File: src/rtl/sram_bank_arbiter.sv
// Two-requester (Wishbone / LA) arbiter and strobe sequencer for the
// SRAM bank pair. Optional macro: SRAM_ARB_LA_PRIORITY_EN (LA wins ties).
module sram_bank_arbiter #(
  parameter int          ADDR_W    = 8,
  parameter int          RD_LAT    = 1,
  parameter logic [31:0] BASE_ADDR = 32'h3000_0000
) (
  input  logic              wb_clk_i,
  input  logic              wb_rst_i,
  input  logic              wbs_stb_i,
  input  logic              wbs_cyc_i,
  input  logic              wbs_we_i,
  input  logic [3:0]        wbs_sel_i,
  input  logic [31:0]       wbs_adr_i,
  input  logic [31:0]       wbs_dat_i,
  output logic              wbs_ack_o,
  output logic [31:0]       wbs_dat_o,
  input  logic              la_req_i,
  input  logic              la_we_i,
  input  logic              la_bank_i,
  input  logic              la_hi_i,
  input  logic [ADDR_W-1:0] la_addr_i,
  input  logic [31:0]       la_wdata_i,
  output logic              la_ack_o,
  output logic [31:0]       la_rdata_o,
  output logic              m0_csb_o,
  output logic              m1_csb_o,
  output logic              mem_web_o,
  output logic [3:0]        mem_wmask_o,
  output logic [ADDR_W-1:0] mem_addr_o,
  output logic [31:0]       mem_din_o,
  input  logic [63:0]       m0_dout_i,
  input  logic [31:0]       m1_dout_i
);

  typedef enum logic [1:0] {
    S_IDLE,
    S_ISSUE,
    S_WAIT,
    S_RESP
  } state_t;

  localparam int CW = (RD_LAT < 2) ? 1 : $clog2(RD_LAT + 1);

  state_t            state_q, state_n;
  logic [CW-1:0]     cnt_q, cnt_n;
  logic              r_la_q, r_la_n;
  logic              r_bank_q, r_bank_n;
  logic              r_we_q, r_we_n;
  logic              r_hi_q, r_hi_n;
  logic              last_la_q, last_la_n;

  logic              m0_csb_n, m1_csb_n;
  logic              web_n;
  logic [3:0]        wmask_n;
  logic [ADDR_W-1:0] addr_n;
  logic [31:0]       din_n;
  logic              wbs_ack_n, la_ack_n;
  logic [31:0]       wbs_dat_n, la_rdata_n;

  logic              wb_v, la_v, pick_la;
  logic              g_bank, g_we, g_hi;
  logic [ADDR_W-1:0] g_addr;
  logic [31:0]       g_din;
  logic [3:0]        g_mask;
  logic [31:0]       rd_sel;

  logic              unused_ok;
  assign unused_ok = ^{wbs_adr_i, last_la_q};

  // Request qualification, arbitration and winner field mux
  always_comb begin
    wb_v = wbs_stb_i & wbs_cyc_i &
           (wbs_adr_i[31:16] == BASE_ADDR[31:16]);
    la_v = la_req_i;
`ifdef SRAM_ARB_LA_PRIORITY_EN
    pick_la = la_v;
`else
    pick_la = la_v & (~wb_v | ~last_la_q);
`endif
    g_bank = pick_la ? la_bank_i  : wbs_adr_i[12];
    g_we   = pick_la ? la_we_i    : wbs_we_i;
    g_hi   = pick_la ? la_hi_i    : wbs_adr_i[11];
    g_addr = pick_la ? la_addr_i  : wbs_adr_i[ADDR_W+1:2];
    g_din  = pick_la ? la_wdata_i : wbs_dat_i;
    g_mask = !g_we  ? 4'h0 :
             pick_la ? 4'hF : wbs_sel_i;
    rd_sel = r_bank_q ? m1_dout_i :
             r_hi_q   ? m0_dout_i[63:32] : m0_dout_i[31:0];
  end

  // Next-state and next-output logic
  always_comb begin
    state_n    = state_q;
    cnt_n      = cnt_q;
    r_la_n     = r_la_q;
    r_bank_n   = r_bank_q;
    r_we_n     = r_we_q;
    r_hi_n     = r_hi_q;
    last_la_n  = last_la_q;
    m0_csb_n   = 1'b1;
    m1_csb_n   = 1'b1;
    web_n      = 1'b1;
    wmask_n    = 4'h0;
    addr_n     = mem_addr_o;
    din_n      = mem_din_o;
    wbs_ack_n  = 1'b0;
    la_ack_n   = 1'b0;
    wbs_dat_n  = wbs_dat_o;
    la_rdata_n = la_rdata_o;
    unique case (state_q)
      S_IDLE: begin
        if (wb_v | la_v) begin
          state_n   = S_ISSUE;
          r_la_n    = pick_la;
          last_la_n = pick_la;
          r_bank_n  = g_bank;
          r_we_n    = g_we;
          r_hi_n    = g_hi;
          m0_csb_n  = g_bank;
          m1_csb_n  = ~g_bank;
          web_n     = ~g_we;
          wmask_n   = g_mask;
          addr_n    = g_addr;
          din_n     = g_din;
        end
      end
      S_ISSUE: begin
        if (r_we_q) begin
          state_n   = S_RESP;
          wbs_ack_n = ~r_la_q;
          la_ack_n  = r_la_q;
        end else begin
          state_n = S_WAIT;
          cnt_n   = CW'(RD_LAT);
        end
      end
      S_WAIT: begin
        if (cnt_q == CW'(1)) begin
          state_n   = S_RESP;
          wbs_ack_n = ~r_la_q;
          la_ack_n  = r_la_q;
          if (r_la_q) la_rdata_n = rd_sel;
          else        wbs_dat_n  = rd_sel;
        end else begin
          cnt_n = cnt_q - CW'(1);
        end
      end
      S_RESP: state_n = S_IDLE;
      default: state_n = S_IDLE;
    endcase
  end

  // State, request register and registered outputs
  always_ff @(posedge wb_clk_i) begin
    if (wb_rst_i) begin
      state_q     <= S_IDLE;
      cnt_q       <= '0;
      r_la_q      <= 1'b0;
      r_bank_q    <= 1'b0;
      r_we_q      <= 1'b0;
      r_hi_q      <= 1'b0;
      last_la_q   <= 1'b1;
      m0_csb_o    <= 1'b1;
      m1_csb_o    <= 1'b1;
      mem_web_o   <= 1'b1;
      mem_wmask_o <= 4'h0;
      mem_addr_o  <= '0;
      mem_din_o   <= '0;
      wbs_ack_o   <= 1'b0;
      la_ack_o    <= 1'b0;
      wbs_dat_o   <= '0;
      la_rdata_o  <= '0;
    end else begin
      state_q     <= state_n;
      cnt_q       <= cnt_n;
      r_la_q      <= r_la_n;
      r_bank_q    <= r_bank_n;
      r_we_q      <= r_we_n;
      r_hi_q      <= r_hi_n;
      last_la_q   <= last_la_n;
      m0_csb_o    <= m0_csb_n;
      m1_csb_o    <= m1_csb_n;
      mem_web_o   <= web_n;
      mem_wmask_o <= wmask_n;
      mem_addr_o  <= addr_n;
      mem_din_o   <= din_n;
      wbs_ack_o   <= wbs_ack_n;
      la_ack_o    <= la_ack_n;
      wbs_dat_o   <= wbs_dat_n;
      la_rdata_o  <= la_rdata_n;
    end
  end

endmodule

File: config.mk
export PLATFORM = sky130hd
export DESIGN_NAME = sram_bank_arbiter
export DESIGN_NICKNAME = d
export VERILOG_FILES = /design/src/rtl/sram_bank_arbiter.sv
export SDC_FILE = /design/constraint.sdc
export NUM_CORES = 1
export LEC_CHECK = 0
export CAP_MARGIN = 20
export CELL_PAD_IN_SITES_DETAIL_PLACEMENT = 1
export CELL_PAD_IN_SITES_GLOBAL_PLACEMENT = 1
export CORE_UTILIZATION = 29
export DETAILED_ROUTE_END_ITERATION = 8
export HOLD_SLACK_MARGIN = 0.06
export PLACE_DENSITY = 0.83
export SYNTH_ARGS = -nofsm -noshare
export SYNTH_HDL_FRONTEND = slang
export SYNTH_SLANG_ARGS = --single-unit
File: constraint.sdc
create_clock -name wb_clk_i -period 4.7 [get_ports wb_clk_i]
set_input_delay 0.94 -clock wb_clk_i [delete_from_list [all_inputs] [get_ports wb_clk_i]]
set_output_delay 0.94 -clock wb_clk_i [all_outputs]
set_load 0.01 [all_outputs]
=== Word level (Yosys, flattened, before mapping) ===
Index checks and enable logic that the tools add are counted.

* Bits of input ports: 213
* Logic and storage cells: 67
* Register bits after elaboration: 121

* Equal/unequal tests: 7
* Add/sub/neg operators: 1
* Bitwise logic cells: 12
* Reduce and logical (&&, ||, !) cells: 9
* Multiplexer cells: 21

{| class="wikitable"
|+ Operators with widths
! cell !! number
|-
| $mux 32 || 3
|-
| $eq 16x14->1 const B || 1
|-
| $mux 1 || 10
|-
| $mux 8 || 1
|-
| $pmux 2 s4 || 1
|-
| $not 1->1 || 7
|-
| $ne 2x2->1 const B || 3
|-
| $pmux 1 s2 || 3
|-
| $reduce_and 2->1 || 3
|-
| $reduce_and 3->1 || 2
|-
| $eq 2x2->1 const B || 2
|-
| $mux 2 || 2
|-
| $mux 4 || 1
|-
| $reduce_or 4->1 || 1
|-
| $and 1x1->1 || 3
|-
| $reduce_or 3->1 || 1
|-
| $eq 2x1->1 const B || 1
|-
| $logic_not 2->1 || 1
|-
| $or 1x1->1 || 2
|-
| $reduce_bool 2->1 || 1
|-
| $sub 1x1->1 const B || 1
|}

=== Longest topological paths before layout ===
Gate-level depths: netlist of the first run.

* Word-level depth: 8
* Depth in mapped cells: 8
* Depth with buffers taken out: 7

=== Worst setup path after synthesis of the first run ===
OpenSTA, ideal clock, no wires.

* Path kind: in2reg
* Start: input wbs_adr_i[23]
* End: register mem_addr_o[0]
* Path buffers: 2
* Required time: 4.554 ns
* Data arrival time: 2.195 ns
* Cell stages on the path: 7
* Setup slack: 2.359 ns
* Cells stage by stage: nor4_4 nand4_2 o21ai_2 buf_6 buf_12 mux2i_1 a211oi_2

* Longest elaborated chain between the ends: 6
* Elaborated cells between the ends (all ways): 8

{| class="wikitable"
|+ RTL lines
! element !! RTL line !! text
|-
| start: declaration || 14 || <nowiki>input logic [31:0] wbs_adr_i,</nowiki>
|-
| $eq 16x14->1 (*) || 74 || <nowiki>(wbs_adr_i[31:16] == BASE_ADDR[31:16]);</nowiki>
|-
| $and 1x1->1 (*) || 73 || <nowiki>wb_v = wbs_stb_i & wbs_cyc_i &</nowiki>
|-
| $not 1->1 || 79 || <nowiki>pick_la = la_v & (~wb_v | ~last_la_q);</nowiki>
|-
| $or 1x1->1 || 79 ||
|-
| $and 1x1->1 || 79 ||
|-
| $mux 8 || 84 || <nowiki>g_addr = pick_la ? la_addr_i : wbs_adr_i[ADDR_W+1:2];</nowiki>
|-
| end signal: assignment || 186 || <nowiki>mem_addr_o <= addr_n;</nowiki>
|-
| end: declaration || 30 || <nowiki>output logic [ADDR_W-1:0] mem_addr_o,</nowiki>
|}

Mark *: on every way between the ends. The rest lies on a longest branch, timed or not.
A chain may end at the register's enable or synchronous reset.

=== Final worst setup path of the first run ===
* Start: input wbs_adr_i[19]
* End: register mem_din_o[25]

* Longest elaborated chain between the ends: 6
* Elaborated cells between the ends (all ways): 8

{| class="wikitable"
|+ RTL lines
! element !! RTL line !! text
|-
| $eq 16x14->1 (*) || 74 ||
|-
| $and 1x1->1 (*) || 73 ||
|-
| $not 1->1 || 79 ||
|-
| $or 1x1->1 || 79 ||
|-
| $and 1x1->1 || 79 ||
|-
| $mux 32 || 85 || <nowiki>g_din = pick_la ? la_wdata_i : wbs_dat_i;</nowiki>
|-
| end signal: assignment || 187 || <nowiki>mem_din_o <= din_n;</nowiki>
|-
| end: declaration || 31 || <nowiki>output logic [31:0] mem_din_o,</nowiki>
|}

Marked as above.

==> metrics.txt, run 1 <==
status=finished, final reports clean; row count=50; min-delay worst type=reg -> reg; FFs w/ async S/R, synth=0%; all-layer global routing usage=20.2%; setup repair after global routing missed its margin=false; Final Total Pwr=3720 µW; Reg2Reg Setup Slack=2.54 ns; Worst Hold Launch=mem_din_o[7]$_SDFFE_PP0P_; first drt pass iteration count=4; WHS Path Cells=2; initial antenna violation count=0; # diodes=0; post-CTS setup buffers=0; CTS Root Cell=clkbuf_16; Setup WS pre-CTS=1.11 ns; cell area power density=388 nW/µm²; Mean Syn Cell Area=8.81 µm²; Leak Pwr=0.00351 µW; DRC Markers=0; Initial Util=30.0%; R2R Path Start=state_q[0]$_SDFFE_PP0P_; clock latency at the later pin of the worst-skew pair=0.41 ns; setup ws final=1.54 ns; Detailed Route WL=20.4 mm; Slew Limit Headroom=36.4%; DR vias/cell=4.71; Max Clock Skew=0.00834 ns; #FFs+latches synth=121; Achievable Freq=0.316 GHz; Yosys warning total=0; Hold Path Sink=mem_din_o[7]$_SDFFE_PP0P_; CTS tree=built; maxcap violations=0; max incr delay on CP=0.49 ns; CTS buffer count=17; nature of the critical path startpoint=input pin; Clock transition at path regs=0.06 ns; synthesized area=5680 µm²; DP Area=9040 µm²; worst-margin pin slew=0.954 ns; Design Area, Final=9590 µm²; detailed-route via count=5710; CP cell instances=clkdlybuf4s50_1 -> nor4_2 -> nand3_1 -> o21ai_4 -> buf_4 -> mux2i_1 -> a211oi_2; 1st-iter DRT viols=173; worst reg2reg endpoint=mem_din_o[5]$_SDFFE_PP0P_; die width=142 µm; Final period util=67.2%; CP Max Fanout=20; Ports=326; Cells after Synth=645; critical path type=in -> reg; die height=142 µm; CTS Buffer Depth=2; clock sink total=121; vias in the first global route=5953; final hold violations=0; Setup TNS=0 ns; number of enable flip-flop cells after synthesis=0; first-pass GRT wire length=31.2 mm; post-DP HPWL=15.7 mm; Critical Path Slowest Stage Cell=o21ai_4; Req. time, crit path=4.95 ns; Max Transition Viols Final=0; fillers=2199; grt ovf=0; Final Util=50.6%; synth unique cells=40; Layout area overhead=68.8%; ANT nets after route=0; WL/cell=16.8 µm; Tmin final=3.16 ns; syn_nets=862; Final nets=1158; core box area=19000 µm²; post_cts resized=0; register area share after synthesis=42.6%; VDD IR max=223 µV; port buffer count=319; R2R depth=7; largest net degree at the start of global routing=75; Critical Path AT=3.41 ns; share of layout cells above drive strength 1=7.77%; die area=20200 µm²; H-tree depth=4; Crit. End Element=register; # setup viols final=0; RD Place Congestion=0.781; Synth Flop Type=dfxtp_1; Post-CTS Hold Fix Bufs=0
cells by family after synthesis:
| kind of cell | Yosys count | synth area share, % |
|---|---|---|
| and+or+nand+nor | 234 | 17.1 |
| AOI/OAI and AO/OA | 156 | 21.3 |
| DFF | 121 | 42.6 |
| muxes | 76 | 13.4 |
| buffers and inverters | 54 | 4.73 |
| adders and majority gates | 4 | 0.881 |
routing by layer:
metal | vias to the layer above | track usage [%] | routed length (µm)
met3 | 26 | 4.61 | 971
li1 | 2808 | - | -
met1 | 2721 | 21.9 | 8050
met2 | 155 | 38.2 | 10900
met4 | 0 | 7.13 | 400
met5 | - | 0 | 0
worst max-delay path by stage:
| stage | start | to |
|---|---|---|
| after CTS | wbs_adr_i[19] | mem_din_o[25]$_SDFFE_PP0P_ |
| after floorplan | wbs_adr_i[23] | mem_addr_o[0]$_SDFFE_PP0P_ |
| after detailed placement | wbs_adr_i[19] | mem_din_o[25]$_SDFFE_PP0P_ |
| final | wbs_adr_i[19] | mem_din_o[25]$_SDFFE_PP0P_ |
| after global routing | wbs_adr_i[19] | mem_din_o[7]$_SDFFE_PP0P_ |
| after global placement | wbs_adr_i[23] | mem_addr_o[5]$_SDFFE_PP0P_ |
placed cells by master (no fill, tap or decap), types with 2 or more instances in the layout:
cell type,synthesis,routed
buf_4,1,9
nor2_1,144,144
clkinvlp_4,0,3
a211oi_1,17,17
nand2b_1,2,2
inv_1,3,3
o21ai_0,2,2
mux2i_1,76,76
a211oi_2,25,25
clkbuf_8,0,3
clkbuf_16,0,17
a21oi_1,38,38
nand3_1,8,7
nand2_1,67,67
clkbuf_1,34,2
o21ai_4,0,2
dfxtp_2,0,2
clkinv_2,0,4
o21a_1,64,64
ha_1,4,4
a221oi_1,2,2
dfxtp_1,121,119
clkdlybuf4s50_1,0,318
and2_1,2,2
state kept, by name, summed over array words and instances (netlist names):
name         flops
mem_addr_o       8
r_bank_q         1
wbs_ack_o        1
state_q          2
m0_csb_o         1
r_la_q           1
mem_web_o        1
la_rdata_o      32
m1_csb_o         1
r_hi_q           1
wbs_dat_o       32
mem_wmask_o      4
la_ack_o         1
mem_din_o       32
last_la_q        1
cnt_q            1
r_we_q           1
report_power, final:
| part | total, µW | switching, µW | internal [µW] | leakage (µW) |
|---|---|---|---|---|
| Sequential | 1260 | 98.5 | 1160 | 0.000987 |
| Combinational | 1240 | 624 | 620 | 0.00226 |
| Clock | 1210 | 451 | 758 | 0.000264 |
| Total | 3720 | 1170 | 2540 | 0.00351 |
through the flow:
| step | hold WS [ns] | cells |
|---|---|---|
| after CTS | 0.504 | 1212 |
| after floorplan | 0.450 | 645 |
| final | 0.502 | 1212 |
| after global placement | 0.487 | 1182 |
| after global routing | 0.530 | 1212 |
| after detailed placement | 0.497 | 1182 |
Yosys cell counts (3+ instances only):
cell type | instances | share of area, %
nor2_1 | 144 | 9.5
dfxtp_1 | 121 | 43
mux2i_1 | 76 | 13
nand2_1 | 67 | 4.4
o21a_1 | 64 | 8.5
a21oi_1 | 38 | 3.3
clkbuf_1 | 34 | 2.2
a211oi_2 | 25 | 5.5
a211oi_1 | 17 | 2.2
buf_2 | 9 | 0.79
nand3_1 | 8 | 0.70
ha_1 | 4 | 0.88
buf_1 | 3 | 0.20
inv_1 | 3 | 0.20
worst max-delay path: cells and delay by family:
kind / cells / cell delay (ns)
buffers and inverters: 2 / 0.87
and+or+nand+nor: 2 / 0.69
AOI/OAI and AO/OA: 2 / 0.59
muxes: 1 / 0.30
area by class of cell:
class                   count  area [µm²]  share of cell area [%]
well taps                 260         325                    3.39
flip-flops and latches    121        2420                    25.3
inverters                   3        11.3                   0.117
multi-input cells         470        3010                    31.4
clock buffers              22         474                    4.95
repair buffers            328        3270                    34.1
clock inverters             8        72.6                   0.757
Note: power is estimated with default switching activity, not from simulation.
==> run 2, diff against run 1 <==
- CORE_UTILIZATION: 29 -> 27
- PLACE_DENSITY: 0.83 -> 0.78
- clock period: 4.7 -> 3.2 ns (I/O delays scaled with it)
==> run 2 against run 1 <==
  * Combinational power up 48%
  * Worst setup slack worse by 0.88 ns
  * Die area up 7.3%
  * Sequential power up 48%
  * Final cell count up 1.7%
  * Utilization down 2.6 points
  * Routed wire length down 2.7%
  * Worst hold slack better by 0.0013 ns
  * Via count up 0.11%
  * Flip-flop and latch count unchanged
==> metrics.txt, run 2 (synthesis gave the netlist of run 1 again) <==
CP Max Fanout=12; Critical Path AT=2.80 ns; core box area=20400 µm²; leading cell type in the layout, fill and taps excluded=clkdlybuf4s50_1; Tmin final=2.54 ns; Routed met3 length=980 µm; wire length on met1=8.20 mm; Leak Pwr=0.00361 µW; ANT nets after route=0; CTS Buffer Depth=2; DR vias/cell=4.64; Ports=326; largest net degree at the start of global routing=71; vias in the first global route=5770; max layer used=met4; initial antenna violation count=0; first drt pass iteration count=4; 1st-iter DRT viols=115; grt ovf=0; row count=52; Setup TNS=0 ns; Crit. End Element=register; share of layout cells above drive strength 1=8.73%; Largest regs=la_rdata_o x32, mem_din_o x32, wbs_dat_o x32; CP cell instances=clkdlybuf4s50_1 -> nor4_4 -> nand4_2 -> o21ai_4 -> buf_4 -> mux2i_1 -> a211oi_2; status=finished, final reports clean; cell area power density=586 nW/µm²; critical path type=in -> reg; die area=21600 µm²; Final period util=79.5%; Final nets=1168; die width=147 µm; maxcap violations=0; Detailed Route WL=19.8 mm; clock latency at the later pin of the worst-skew pair=0.41 ns; Slew Limit Headroom=38.4%; WHS Path Cells=2; # diodes=0; worst reg2reg endpoint=la_rdata_o[28]$_SDFFE_PP0P_; all-layer global routing usage=18.4%; VDD IR max=283 µV; setup repair after global routing missed its margin=false; Achievable Freq=0.393 GHz; Clock transition at path regs=0.06 ns; most frequent cells in the layout=clkdlybuf4s50_1, nor2_1, dfxtp_1, mux2i_1, nand2_1; Hold Path Sink=mem_din_o[10]$_SDFFE_PP0P_; Max Clock Skew=0.00800 ns; min-delay worst type=reg -> reg; CTS tree=built; post-CTS setup buffers=0; CTS Root Cell=clkbuf_16; Post-CTS Hold Fix Bufs=0; Worst Hold Launch=mem_din_o[10]$_SDFFE_PP0P_; Req. time, crit path=3.45 ns; hold slack=0.504 ns; # setup viols final=0; final hold violations=0; max incr delay on CP=0.53 ns; R2R depth=7; H-tree depth=4; placed cell count=1202; nature of the critical path startpoint=input pin; detailed-route via count=5716; Layout area overhead=72.4%; worst-margin pin slew=0.923 ns; Critical Path Slowest Stage Cell=o21ai_4; DRC Markers=0; first-pass GRT wire length=30.7 mm; CTS buffer count=17; Initial Util=27.8%; post_cts resized=0; clock sink total=121; Reg2Reg Setup Slack=0.89 ns; RD Place Congestion=0.778; WL/cell=16.1 µm; Final Non-Filler Cells=1232; port buffer count=319; Max Transition Viols Final=0; post-DP HPWL=15.3 mm; die height=147 µm; R2R Path Start=state_q[0]$_SDFFE_PP0P_; met2 routed WL=10.1 mm
## run 2: area by class of cell
type	count	area, µm²
clock buffers	23	488
clock inverters	7	140
fillers	2359	10600
inverters	3	11.3
multi-input cells	470	3010
flip-flops and latches	121	2420
well taps	270	338
repair buffers	338	3380
## run 2: worst max path at each step
stage / start / end / cells past startpoint
after floorplan: wbs_adr_i[23] / mem_addr_o[0]$_SDFFE_PP0P_ / 7
after global placement: wbs_adr_i[23] / mem_din_o[13]$_SDFFE_PP0P_ / 7
after detailed placement: wbs_adr_i[22] / mem_din_o[13]$_SDFFE_PP0P_ / 7
after CTS: wbs_adr_i[22] / mem_din_o[14]$_SDFFE_PP0P_ / 7
after global routing: wbs_adr_i[23] / mem_addr_o[7]$_SDFFE_PP0P_ / 7
final: wbs_adr_i[23] / mem_din_o[13]$_SDFFE_PP0P_ / 7
## run 2: metal layers
metal	vias to the layer above	GRT usage, %
li1	2833	-
met1	2682	20.4
met2	164	33.1
met3	37	4.44
met4	0	7.78
met5	-	0
## run 2: report_power, final
part	switching (µW)	internal, µW
registers	150	1710
logic	895	939
clock network	667	1380
total	1710	4020
## run 2: critical path: cells and delay by family
| family | cells | cell delay, ns |
|---|---|---|
| AND/OR/NAND/NOR | 2 | 0.58 |
| multiplexers | 1 | 0.23 |
| buffers and inverters | 2 | 0.73 |
| AO/OA/AOI/OAI | 2 | 0.62 |
## run 2: metrics by stage
step                      setup slack [ns]  instance area [µm²]  util [%]  power (µW)
final                                0.656                 9800      47.9        5740
after global routing                 0.433                 9800      47.9        6070
after CTS                            0.610                 9800      47.9        5840
after detailed placement             0.179                 9170      44.9        3750
after global placement               0.200                 9170      44.9        3700
after floorplan                       1.16                 5680         -        2860
